<file path="config.mk">
export PLATFORM = sky130hd
export DESIGN_NAME = ps2_kbd_decoder
export DESIGN_NICKNAME = d
export VERILOG_FILES = /design/src/rtl/ps2_kbd_decoder.sv
export SDC_FILE = /design/constraint.sdc
export NUM_CORES = 1
export LEC_CHECK = 0
export ABC_AREA = 1
export BUFFER_PORTS_ARGS = -buffer_cell sky130_fd_sc_hd__buf_2
export CORE_MARGIN = 2
export CORE_UTILIZATION = 45
export CTS_CLUSTER_SIZE = 24
export DETAILED_ROUTE_END_ITERATION = 10
export GPL_TIMING_DRIVEN = 0
export PLACE_DENSITY = 0.75
export REMOVE_ABC_BUFFERS = 1
export SLEW_MARGIN = 5
export SYNTH_ARGS = -nofsm -noshare
export SYNTH_HDL_FRONTEND = slang
export SYNTH_SLANG_ARGS = --single-unit
</file>
<file path="constraint.sdc">
create_clock -name clk6x -period 2.7 [get_ports clk6x]
set_clock_uncertainty 0.05 [all_clocks]
set_input_delay 0.54 -clock clk6x [delete_from_list [all_inputs] [get_ports clk6x]]
set_output_delay 0.54 -clock clk6x [all_outputs]
set_load 0.005 [all_outputs]
</file>
<file path="src/rtl/ps2_kbd_decoder.sv">
// ps2_kbd_decoder: set-2 scan-code decoder that collapses E0/F0/E1 prefixes into
// single buffered key events and turns keyboard status bytes into pulse flags.
module ps2_kbd_decoder #(
    parameter int TIMEOUT_US      = 2000,
    parameter bit DROP_FAKE_SHIFT = 1'b1
) (
    input  logic       clk6x,
    input  logic       reset,
    input  logic       ck1us,
    input  logic [7:0] kbd_rdata_i,
    input  logic       kbd_rvalid_i,
    output logic       kbd_rdeq_o,
    output logic [7:0] key_code_o,
    output logic       key_ext_o,
    output logic       key_break_o,
    output logic       key_valid_o,
    input  logic       key_ready_i,
    output logic       bat_o,
    output logic       ovf_o,
    output logic       seq_err_o
);
    typedef enum logic [2:0] {IDLE, ST_E0, ST_F0, ST_E0F0, PAUSE} state_t;

    localparam logic [11:0] TMO_LAST = 12'(TIMEOUT_US - 1);
    // Pause tail after E1, indexed by idx; the top entry is never reached.
    localparam logic [7:0][7:0] PAUSE_SEQ = {8'h00, 8'h77, 8'hF0, 8'h14, 8'hF0, 8'hE1, 8'h77, 8'h14};

    state_t      state_q, state_d;
    logic [2:0]  idx_q, idx_d;
    logic [11:0] tmr_q, tmr_d;
    logic [7:0]  code_q, code_d;
    logic        ext_q, ext_d, brk_q, brk_d, valid_q, valid_d;
    logic        bat_q, bat_d, ovf_q, ovf_d, err_q, err_d;
    logic        slot_free, deq, bad, is_stat, emit, fake, e_ext, e_brk;
    logic [7:0]  b;

    always_comb begin
        b         = kbd_rdata_i;
        slot_free = !valid_q || key_ready_i;
        deq       = kbd_rvalid_i && slot_free;
        is_stat   = b == 8'hAA || b == 8'hFA || b == 8'hFE || b == 8'hEE ||
                    b == 8'hFC || b == 8'h00 || b == 8'hFF;
        bad       = is_stat || b == 8'hE0 || b == 8'hE1 || b == 8'hF0;
        state_d   = state_q;
        idx_d     = idx_q;
        tmr_d     = tmr_q;
        emit      = 1'b0;
        e_ext     = 1'b0;
        e_brk     = 1'b0;
        bat_d     = 1'b0;
        ovf_d     = 1'b0;
        err_d     = 1'b0;
        if (deq || state_q == IDLE) begin
            tmr_d = '0;
        end else if (ck1us) begin
            tmr_d   = tmr_q == TMO_LAST ? 12'd0 : tmr_q + 12'd1;
            state_d = tmr_q == TMO_LAST ? IDLE : state_q;
            err_d   = tmr_q == TMO_LAST;
        end
        if (deq) begin
            case (state_q)
                IDLE: begin
                    if (b == 8'hE0) state_d = ST_E0;
                    else if (b == 8'hF0) state_d = ST_F0;
                    else if (b == 8'hE1) begin
                        state_d = PAUSE;
                        idx_d   = 3'd0;
                    end
                    else if (b == 8'hAA) bat_d = 1'b1;
                    else if (b == 8'h00 || b == 8'hFF) ovf_d = 1'b1;
                    else emit = !is_stat;
                end
                ST_E0: begin
                    state_d = b == 8'hF0 ? ST_E0F0 : IDLE;
                    err_d   = b != 8'hF0 && bad;
                    emit    = !bad;
                    e_ext   = 1'b1;
                end
                ST_F0, ST_E0F0: begin
                    state_d = IDLE;
                    err_d   = bad;
                    emit    = !bad;
                    e_ext   = state_q == ST_E0F0;
                    e_brk   = 1'b1;
                end
                PAUSE: begin
                    state_d = b == PAUSE_SEQ[idx_q] && idx_q != 3'd6 ? PAUSE : IDLE;
                    idx_d   = idx_q + 3'd1;
                    err_d   = b != PAUSE_SEQ[idx_q];
                    emit    = b == PAUSE_SEQ[idx_q] && idx_q == 3'd6;
                    e_ext   = 1'b1;
                end
                default: state_d = IDLE;
            endcase
        end
        fake    = DROP_FAKE_SHIFT && e_ext && (b == 8'h12 || b == 8'h59);
        code_d  = emit && !fake ? b : code_q;
        ext_d   = emit && !fake ? e_ext : ext_q;
        brk_d   = emit && !fake ? e_brk : brk_q;
        valid_d = emit && !fake ? 1'b1 : valid_q && !key_ready_i;
    end

    always_ff @(posedge clk6x) begin
        if (reset) begin
            state_q <= IDLE;
            idx_q   <= '0;
            tmr_q   <= '0;
            code_q  <= '0;
            ext_q   <= 1'b0;
            brk_q   <= 1'b0;
            valid_q <= 1'b0;
            bat_q   <= 1'b0;
            ovf_q   <= 1'b0;
            err_q   <= 1'b0;
        end else begin
            state_q <= state_d;
            idx_q   <= idx_d;
            tmr_q   <= tmr_d;
            code_q  <= code_d;
            ext_q   <= ext_d;
            brk_q   <= brk_d;
            valid_q <= valid_d;
            bat_q   <= bat_d;
            ovf_q   <= ovf_d;
            err_q   <= err_d;
        end
    end

    assign kbd_rdeq_o  = deq;
    assign key_code_o  = code_q;
    assign key_ext_o   = ext_q;
    assign key_break_o = brk_q;
    assign key_valid_o = valid_q;
    assign bat_o       = bat_q;
    assign ovf_o       = ovf_q;
    assign seq_err_o   = err_q;
endmodule
</file>
==> results.cfg, run 1 <==
[clocking]
clk_pin_slew_ns = 0.07
clk_latency_ns = 0.29
cts_tree = built
number_of_clock_buffers_inserted_by_tritoncts = 5
cts.hold.buffers_added = 0
cts.path.max_buffers = 2
clock-root-buffer = sky130_fd_sc_hd__clkbuf_8
postCtsSetupBuffers = 0
postCtsResizedCells = 0
cts.htree.levels = 2
numClockSinks = 38

[layout]
syn_to_final_growth_pct = 12.6
layout_commonest_cell = sky130_fd_sc_hd__nand2_1
commonest_cells_after_routing_fill_and_taps_aside = sky130_fd_sc_hd__nand2_1, sky130_fd_sc_hd__nor2_1, sky130_fd_sc_hd__inv_1
final_design_area_no_fill_mm2 = 0.00245
final_nets = 384
filler_cell_count = 490
post_route_cells_drive_above_1_share = 0.146
antenna-diode-count = 0

[sta]
fmax_mhz = 431
final-hold-violation-count = 0
setup_viol = 0
transition_time_at_the_pin_with_the_least_slew_margin_ns = 0.471
worst_slew_slack_as_a_fraction_of_its_limit = 0.684
worst_slack_ns = 0.378
setup-tns-final_ns = 0
layout_worst_path_cycle_share = 0.860
period_needed_ns = 2.32
report.final.slew_viol_count = 0
unrepaired_setup_endpoints_after_global_routing = no

[power_and_ir_drop]
p_int_mw = 0.886
ir_worst_vdd_uv = 164
p_switching_mw = 0.274
design_power_total_mw = 1.16
power.switching_fraction = 0.237
powerDensity_mw_per_mm2 = 473
power.sequential.fraction = 0.499
power.combinational.fraction = 0.096
share_clk_of_total_power = 0.405
total_leakage_power_nw = 1.19

[synthesis]
synth.cell_area_mm2 = 0.00218
synth_top_area_cells = sky130_fd_sc_hd__dfxtp_1, sky130_fd_sc_hd__nand2_1, sky130_fd_sc_hd__nor2_1
synth_top_cell_by_area = sky130_fd_sc_hd__dfxtp_1
library_cells_used_by_synthesis = 33
post-synth-top-area-fraction = 0.349
synth-warning-count = 0
synth.yosys.seq_area_share = 0.349
syn_avg_cell_area_um2 = 6.53
postSynthRegisterBits = 38
synth_cells = 334

[drt]
totalWireLength_um = 4140
route.detailed.wl_per_inst_um = 9.89
drtAntennaViolNets = 0
drt_iter0_markers = 131
firstDrtPassIters = 4
route.detailed.drc = 0
vias_per_cell = 4.78
routed-via-count = 2000

[global_routing]
grt.overflow.total = 0
antenna_violations_before_repair = 0
grt_pass1_vias = 1805
met1_usage = 0.233
most_used_layer_global_route = met2
fraction_of_met2_tracks_used_by_global_routing = 0.276
largest_net_degree_at_the_start_of_global_routing = 19
grt_util_met3 = 0.0370
gr-usage-all-layers = 0.175
grt_first_pass_wirelength_um = 7470

[setup_path]
critPathArrivalTime_ns = 2.50
critical_path.startpoint_type = input pin
endpoint_kind = flop
cp_cell_sequence = buf_2 -> inv_1 -> nand2_1 -> nor2_2 -> nand2_2 -> nand2_1 -> nand2_1 -> nor2_2 -> inv_1 -> o21ai_1 -> inv_1 -> ha_1 -> or2_0 -> o21ai_2
worst-path-max-fanout = 6
cp_slowest_cell = sky130_fd_sc_hd__o21ai_1
required_arrival_time_at_the_worst_endpoint_ns = 2.88
critPathMaxStageDelay_ns = 0.39
critPathKind = in -> reg

[placement]
place_area_mm2 = 0.00235
post-dp-hpwl_um = 3270
place_worst_setup_slack_ns = 0.0985
count_of_input_and_output_buffers = 27
gpl.final_weighted_congestion = 0.921

[die]
dieWidth_um = 73.6
core_area_mm2 = 0.00469
core.rowCount = 25
io_pins = 28
total_die_area_mm2 = 0.00542
die_height_um = 73.6
initial_utilization = 0.465

[flow_run]
drv.max_cap_violation_count = 0

[worst_hold_path]
worstHoldPathType = reg -> reg

[run_status]
result_of_the_run = finished, final reports clean
==> power groups by stage <==
stage / Sequential, mW / Combinational [mW] / Clock [mW]
2_1_floorplan: 0.595 / 0.0629 / 0
3_3_place_gp: 0.592 / 0.109 / 0
3_5_place_dp: 0.593 / 0.111 / 0
4_1_cts: 0.580 / 0.112 / 0.482
5_1_grt: 0.581 / 0.131 / 0.505
6_report: 0.579 / 0.111 / 0.469
==> critical path, delay by kind of cell <==
kind	cells	cell delay (ns)
compound gates	2	0.45
fa+ha+maj	1	0.19
simple gates	7	0.88
buf+inv	4	0.45
==> logic make-up after synthesis <==
kind of cell / after synthesis / share of synthesized area
simple gates: 185 / 0.371
buf+inv: 58 / 0.108
flops: 38 / 0.349
compound gates: 37 / 0.0930
fa+ha+maj: 8 / 0.0459
xor+xnor: 7 / 0.0281
mux: 1 / 0.00459
==> cells in the mapped netlist (all sizes together) <==
master / count
xnor2: 1
nand4: 6
nor4: 3
xor2: 6
nor3b: 1
or2: 2
clkbuf: 1
inv: 53
o21a: 1
and2: 2
a21oi: 16
nand3: 25
dfxtp: 38
ha: 8
nor2: 64
nor3: 4
mux2i: 1
o2111ai: 1
o21ai: 19
buf: 4
nand2: 78
==> worst paths after layout <==
check                                                start                          to  slack (ns)  cells after the start
worst max-delay path                        kbd_rdata_i[4]                        flop        0.38                     14
worst min-delay path            key_code_o[4]$_SDFFE_PP0P_  key_code_o[4]$_SDFFE_PP0P_        0.41                      2
worst max register to register       state_q[1]$_SDFF_PP0_                        flop        0.47                     11
worst min register to register  key_code_o[4]$_SDFFE_PP0P_  key_code_o[4]$_SDFFE_PP0P_        0.41                      2
==> metrics by stage <==
step | hold slack (ns) | instances | util
after floorplan | 0.387 | 329 | -
after global placement | 0.376 | 410 | 0.500
after detailed placement | 0.405 | 410 | 0.500
after CTS | 0.416 | 418 | 0.523
after global routing | 0.443 | 418 | 0.523
final | 0.406 | 418 | 0.523
==> final cells by class <==
| class | instances | area, µm² | area share |
|---|---|---|---|
| repair buffers | 27 | 135 | 0.0550 |
| clock buffers | 5 | 68.8 | 0.0280 |
| well taps | 54 | 67.6 | 0.0275 |
| clock inverters | 3 | 40.0 | 0.0163 |
| flip-flops and latches | 38 | 761 | 0.310 |
| inverters | 53 | 199 | 0.0810 |
| multi-input cells | 238 | 1180 | 0.482 |
==> routing by layer <==
| layer | up-vias | part of all wire | routed length [µm] |
|---|---|---|---|
| li1 | 1097 | - | - |
| met3 | 7 | 0.037 | 151 |
| met2 | 36 | 0.43 | 1770 |
| met5 | - | 0 | 0 |
| met4 | 0 | 0.017 | 69 |
| met1 | 860 | 0.52 | 2140 |
Note: power is estimated with default switching activity, not from simulation.
==> run 2: changes to the inputs <==
RECOVER_POWER = 100   (was not set)
==> run 2 against run 1 <==
  * Setup slack worse by 0.067 ns
  * Combinational power hardly changed
  * Critical path depth stayed put
  * Total power is 0.21% lower
  * Cell area is 1.0% lower
  * Non-clock buffer count stayed put
  * Highest routed layer unchanged
  * Maximum frequency is 2.8% lower
  * Largest power group unchanged
  * Count of clock-buffer cells in the layout stayed put
  * Sequential share of layout area is 0.32 points higher
  * Sequential power hardly changed
  * Register-to-register slack worse by 0.06 ns
  * Die area stayed put
==> results.cfg, run 2 (synthesized netlist as in run 1, its figures left out) <==
[worst_hold_path]
worstHoldPathType = reg -> reg
whs_path_depth = 2
min-delay-start = key_code_o[4]$_SDFFE_PP0P_
min_delay_worst_endpoint = key_code_o[4]$_SDFFE_PP0P_

[drt]
route.detailed.drc = 0
drtAntennaViolNets = 0
drt_iter0_markers = 119
firstDrtPassIters = 4
vias_per_cell = 4.81
routed-via-count = 2012
route.detailed.wl_per_inst_um = 9.93
totalWireLength_um = 4150

[layout]
area_used_by_multi_input_combinational_logic_mm2 = 0.00116
filler_cell_count = 498
antenna-diode-count = 0
syn_to_final_growth_pct = 11.5
post_layout_nonfiller_instances = 418
area.sequential_um2 = 761
post_route_cells_drive_above_1_share = 0.121
layout_commonest_cell = sky130_fd_sc_hd__nand2_1
commonest_cells_after_routing_fill_and_taps_aside = sky130_fd_sc_hd__nand2_1, sky130_fd_sc_hd__nor2_1, sky130_fd_sc_hd__inv_1
final_nets = 384

[sta]
final-hold-violation-count = 0
unrepaired_setup_endpoints_after_global_routing = no
setup-tns-final_ns = 0
worst_slack_ns = 0.311
period_needed_ns = 2.39
fmax_mhz = 419
worst_slew_slack_as_a_fraction_of_its_limit = 0.554
fin_worst_hold_slack_ns = 0.404
setup_viol = 0
transition_time_at_the_pin_with_the_least_slew_margin_ns = 0.668
layout_worst_path_cycle_share = 0.885
report.final.slew_viol_count = 0

[clocking]
cts_tree = built
cts.path.max_buffers = 2
numClockSinks = 38
clk_pin_slew_ns = 0.07
clk_latency_ns = 0.29
cts.hold.buffers_added = 0
cts.htree.levels = 2
number_of_clock_buffers_inserted_by_tritoncts = 5
postCtsResizedCells = 0
postCtsSetupBuffers = 0
clock-root-buffer = sky130_fd_sc_hd__clkbuf_8

[placement]
place_worst_setup_slack_ns = 0.0985
numPlacedInstances = 410
post-dp-hpwl_um = 3270
count_of_input_and_output_buffers = 27
gpl.final_weighted_congestion = 0.921

[global_routing]
gr-usage-all-layers = 0.175
grt_first_pass_wirelength_um = 7470
grt_pass1_vias = 1805
grt.overflow.total = 0
antenna_violations_before_repair = 0
largest_net_degree_at_the_start_of_global_routing = 19

[setup_path]
cp_num_buf_inv = 4
timing.reg2reg.worst_path_depth = 11
worst-path-max-fanout = 6
critPathKind = in -> reg
critPathTopFamily = simple AND/OR/NAND/NOR gates
worstReg2RegStart = key_valid_o$_SDFF_PP0_
endpoint_kind = flop
cp_cell_sequence = buf_2 -> inv_1 -> nand2_1 -> nor2_1 -> nand2_2 -> nand2_1 -> nand2_1 -> nor2_2 -> inv_1 -> o21ai_1 -> inv_1 -> ha_1 -> or2_0 -> o21ai_2
required_arrival_time_at_the_worst_endpoint_ns = 2.88
critPathArrivalTime_ns = 2.57
critPathMaxStageDelay_ns = 0.39
worst-r2r-setup-slack_ns = 0.41
critical_path.startpoint_type = input pin
cp_slowest_cell = sky130_fd_sc_hd__o21ai_1

[die]
io_pins = 28
core_area_mm2 = 0.00469
dieWidth_um = 73.6
core.rowCount = 25
die_height_um = 73.6
total_die_area_mm2 = 0.00542
initial_utilization = 0.465

[run_status]
result_of_the_run = finished, final reports clean

[power_and_ir_drop]
ir_worst_vdd_uv = 164
total_leakage_power_nw = 1.17
powerDensity_mw_per_mm2 = 476

[flow_run]
drv.max_cap_violation_count = 0
run 2: cell types whose count changed in the layout (fill, tap and decap cells not counted), sizes merged:
cell    previous run  this run
buf               27        24
clkbuf             5         8
run 2: through the flow:
stage | utilization | cell area, µm² | total power, mW
finish | 0.518 | 2430 | 1.16
global route | 0.518 | 2430 | 1.21
CTS | 0.523 | 2450 | 1.17
detailed placement | 0.500 | 2350 | 0.704
global placement | 0.500 | 2350 | 0.701
floorplan | - | 2140 | 0.658
run 2: layout make-up:
| type | count | share of cell area |
|---|---|---|
| clock buffer | 5 | 0.0283 |
| clock inverter | 3 | 0.0165 |
| inverter | 53 | 0.0819 |
| multi-input combinational | 238 | 0.479 |
| sequential | 38 | 0.313 |
| tap | 54 | 0.0278 |
| timing repair buffer | 27 | 0.0536 |
run 2: layer usage:
layer	global-route usage	routed length, µm
met3	0.0370	158
met5	0	0
met4	0.0727	69
met2	0.276	1790
met1	0.233	2140
run 2: how the worst max path moves through the flow:
stage	cells past startpoint	end	startpoint	slack, ns
global placement	14	flop	kbd_rdata_i[4]	0.12
detailed placement	14	flop	kbd_rdata_i[4]	0.1
floorplan	13	flop	kbd_rdata_i[4]	0.54
global route	8	key_code_o[0]$_SDFFE_PP0P_	state_q[1]$_SDFF_PP0_	0.08
CTS	14	flop	kbd_rdata_i[4]	0.39
finish	14	flop	kbd_rdata_i[4]	0.31
run 2: where the power goes:
part           internal [mW]  switching, mW  total [mW]
combinational         0.0383         0.0700       0.108
clock                  0.272          0.198       0.470
sequential             0.574        0.00589       0.580
total                  0.884          0.274        1.16
run 2: worst reg2reg max path: stages, from the launching register on:
cell and delay [ns]:
sky130_fd_sc_hd__dfxtp_1 0.31, sky130_fd_sc_hd__nand2_1 0.07, sky130_fd_sc_hd__nand2_1 0.16, sky130_fd_sc_hd__inv_1 0.31
sky130_fd_sc_hd__nand2_1 0.12, sky130_fd_sc_hd__nor2_2 0.14, sky130_fd_sc_hd__inv_1 0.07, sky130_fd_sc_hd__o21ai_1 0.39
sky130_fd_sc_hd__inv_1 0.12, sky130_fd_sc_hd__ha_1 0.19, sky130_fd_sc_hd__or2_0 0.23, sky130_fd_sc_hd__o21ai_2 0.06
==> run 3: changes to the inputs <==
CORE_MARGIN = 8   (was 2)
==> run 3 against run 2 <==
  * Total power is 6.0% lower
  * Hold slack worse by 0.0084 ns
  * Sequential power hardly changed
  * Flip-flop and latch count stayed put
  * Maximum frequency is 1.8% higher
  * Critical path type unchanged
  * Largest power group unchanged
  * Highest routed layer unchanged
==> results.cfg, run 3 (synthesized netlist as in run 1, its figures left out) <==
[clocking]
number_of_clock_buffers_inserted_by_tritoncts = 5
cts_tree = built
postCtsSetupBuffers = 0
postCtsResizedCells = 0
cts.htree.levels = 2
clk_latency_ns = 0.30
numClockSinks = 38
cts.path.max_buffers = 2
clk_pin_slew_ns = 0.07
cts.hold.buffers_added = 0
clock-root-buffer = sky130_fd_sc_hd__clkbuf_8

[layout]
layout_commonest_cell = sky130_fd_sc_hd__nand2_1
final_nets = 384
commonest_cells_after_routing_fill_and_taps_aside = sky130_fd_sc_hd__nand2_1, sky130_fd_sc_hd__nor2_1, sky130_fd_sc_hd__inv_1
area.sequential_um2 = 761
final_design_area_no_fill_mm2 = 0.00240
filler_cell_count = 497
syn_to_final_growth_pct = 10.0
area_used_by_multi_input_combinational_logic_mm2 = 0.00116
post_route_cells_drive_above_1_share = 0.0962
antenna-diode-count = 0

[drt]
route.detailed.wl_per_inst_um = 10.8
firstDrtPassIters = 5
routed-via-count = 2034
drt_iter0_markers = 160
route.detailed.drc = 0
vias_per_cell = 4.87
totalWireLength_um = 4500
drtAntennaViolNets = 0

[setup_path]
critical_path.startpoint_type = input pin
worst-r2r-setup-slack_ns = 0.47
endpoint_kind = flop
timing.reg2reg.worst_path_depth = 8
required_arrival_time_at_the_worst_endpoint_ns = 2.88
crit_start = kbd_rdata_i[4]
rr_endpoint = key_code_o[0]$_SDFFE_PP0P_
worst-path-max-fanout = 6
critPathArrivalTime_ns = 2.52
worstReg2RegStart = state_q[1]$_SDFF_PP0_
critPathKind = in -> reg

[sta]
final-hold-violation-count = 0
unrepaired_setup_endpoints_after_global_routing = no
report.final.slew_viol_count = 0
worst_slew_slack_as_a_fraction_of_its_limit = 0.561
setup_viol = 0
layout_worst_path_cycle_share = 0.869
transition_time_at_the_pin_with_the_least_slew_margin_ns = 0.657
worst_slack_ns = 0.353
setup-tns-final_ns = 0
period_needed_ns = 2.35
fmax_mhz = 426

[power_and_ir_drop]
total_leakage_power_nw = 1.13
design_power_total_mw = 1.09
powerDensity_mw_per_mm2 = 454
ir_worst_vdd_uv = 199

[die]
initial_utilization = 0.465
total_die_area_mm2 = 0.00733
core_area_mm2 = 0.00469
dieWidth_um = 85.6
die_height_um = 85.6
core.rowCount = 25
io_pins = 28

[global_routing]
antenna_violations_before_repair = 0
grt_pass1_vias = 1875
largest_net_degree_at_the_start_of_global_routing = 19
grt_first_pass_wirelength_um = 7840
gr-usage-all-layers = 0.131
grt.overflow.total = 0

[placement]
post-dp-hpwl_um = 3450
place_worst_setup_slack_ns = 0.124
count_of_input_and_output_buffers = 27
gpl.final_weighted_congestion = 0.931
place_area_mm2 = 0.00235

[run_status]
result_of_the_run = finished, final reports clean

[flow_run]
drv.max_cap_violation_count = 0

[worst_hold_path]
worstHoldPathType = reg -> reg
min-delay-start = key_code_o[4]$_SDFFE_PP0P_
==> run 3: worst max-delay path: stages <==
cell	delay (ns)
sky130_fd_sc_hd__buf_2	0.13
sky130_fd_sc_hd__inv_1	0.14
sky130_fd_sc_hd__nand2_1	0.10
sky130_fd_sc_hd__nor2_1	0.20
sky130_fd_sc_hd__nand2_2	0.14
sky130_fd_sc_hd__nand2_1	0.08
sky130_fd_sc_hd__nand2_1	0.05
sky130_fd_sc_hd__nor2_2	0.13
sky130_fd_sc_hd__inv_1	0.07
sky130_fd_sc_hd__o21ai_1	0.36
sky130_fd_sc_hd__inv_1	0.12
sky130_fd_sc_hd__ha_1	0.19
sky130_fd_sc_hd__or2_0	0.23
sky130_fd_sc_hd__o21ai_2	0.05
==> run 3: metrics by stage <==
| stage | utilization | hold slack [ns] | cells |
|---|---|---|---|
| final | 0.511 | 0.396 | 418 |
| after detailed placement | 0.500 | 0.383 | 410 |
| after global routing | 0.511 | 0.421 | 418 |
| after global placement | 0.500 | 0.375 | 410 |
| after CTS | 0.519 | 0.394 | 418 |
| after floorplan | - | 0.387 | 329 |
==> run 3: final cells by class <==
class                   instances  share of cell area
clock inverters                 1             0.00209
clock buffers                   7              0.0360
well taps                      54              0.0282
multi-input cells             238               0.484
flip-flops and latches         38               0.317
repair buffers                 27              0.0501
inverters                      53              0.0829
==> run 3: report_power, final <==
| group | leakage (nW) | switching, mW | internal [mW] |
|---|---|---|---|
| sequential | 0.309 | 0.00625 | 0.574 |
| combinational | 0.771 | 0.0708 | 0.0362 |
| clock | 0.0482 | 0.195 | 0.206 |
==> run 3: layer usage <==
layer  GRT usage  vias up  routed length, µm
li1            -     1099                  -
met4      0.0573        0                 82
met5           0        -                  0
met3      0.0430        7                291
met2       0.215       46               1930
met1       0.150      882               2190
==> run 3: how the worst min path moves through the flow <==
stage,to,cells after the start
2_1_floorplan,key_code_o[4]$_SDFFE_PP0P_,2
3_3_place_gp,key_code_o[4]$_SDFFE_PP0P_,2
3_5_place_dp,key_code_o[4]$_SDFFE_PP0P_,2
4_1_cts,key_code_o[4]$_SDFFE_PP0P_,2
5_1_grt,key_code_o[4]$_SDFFE_PP0P_,2
6_report,key_code_o[4]$_SDFFE_PP0P_,2
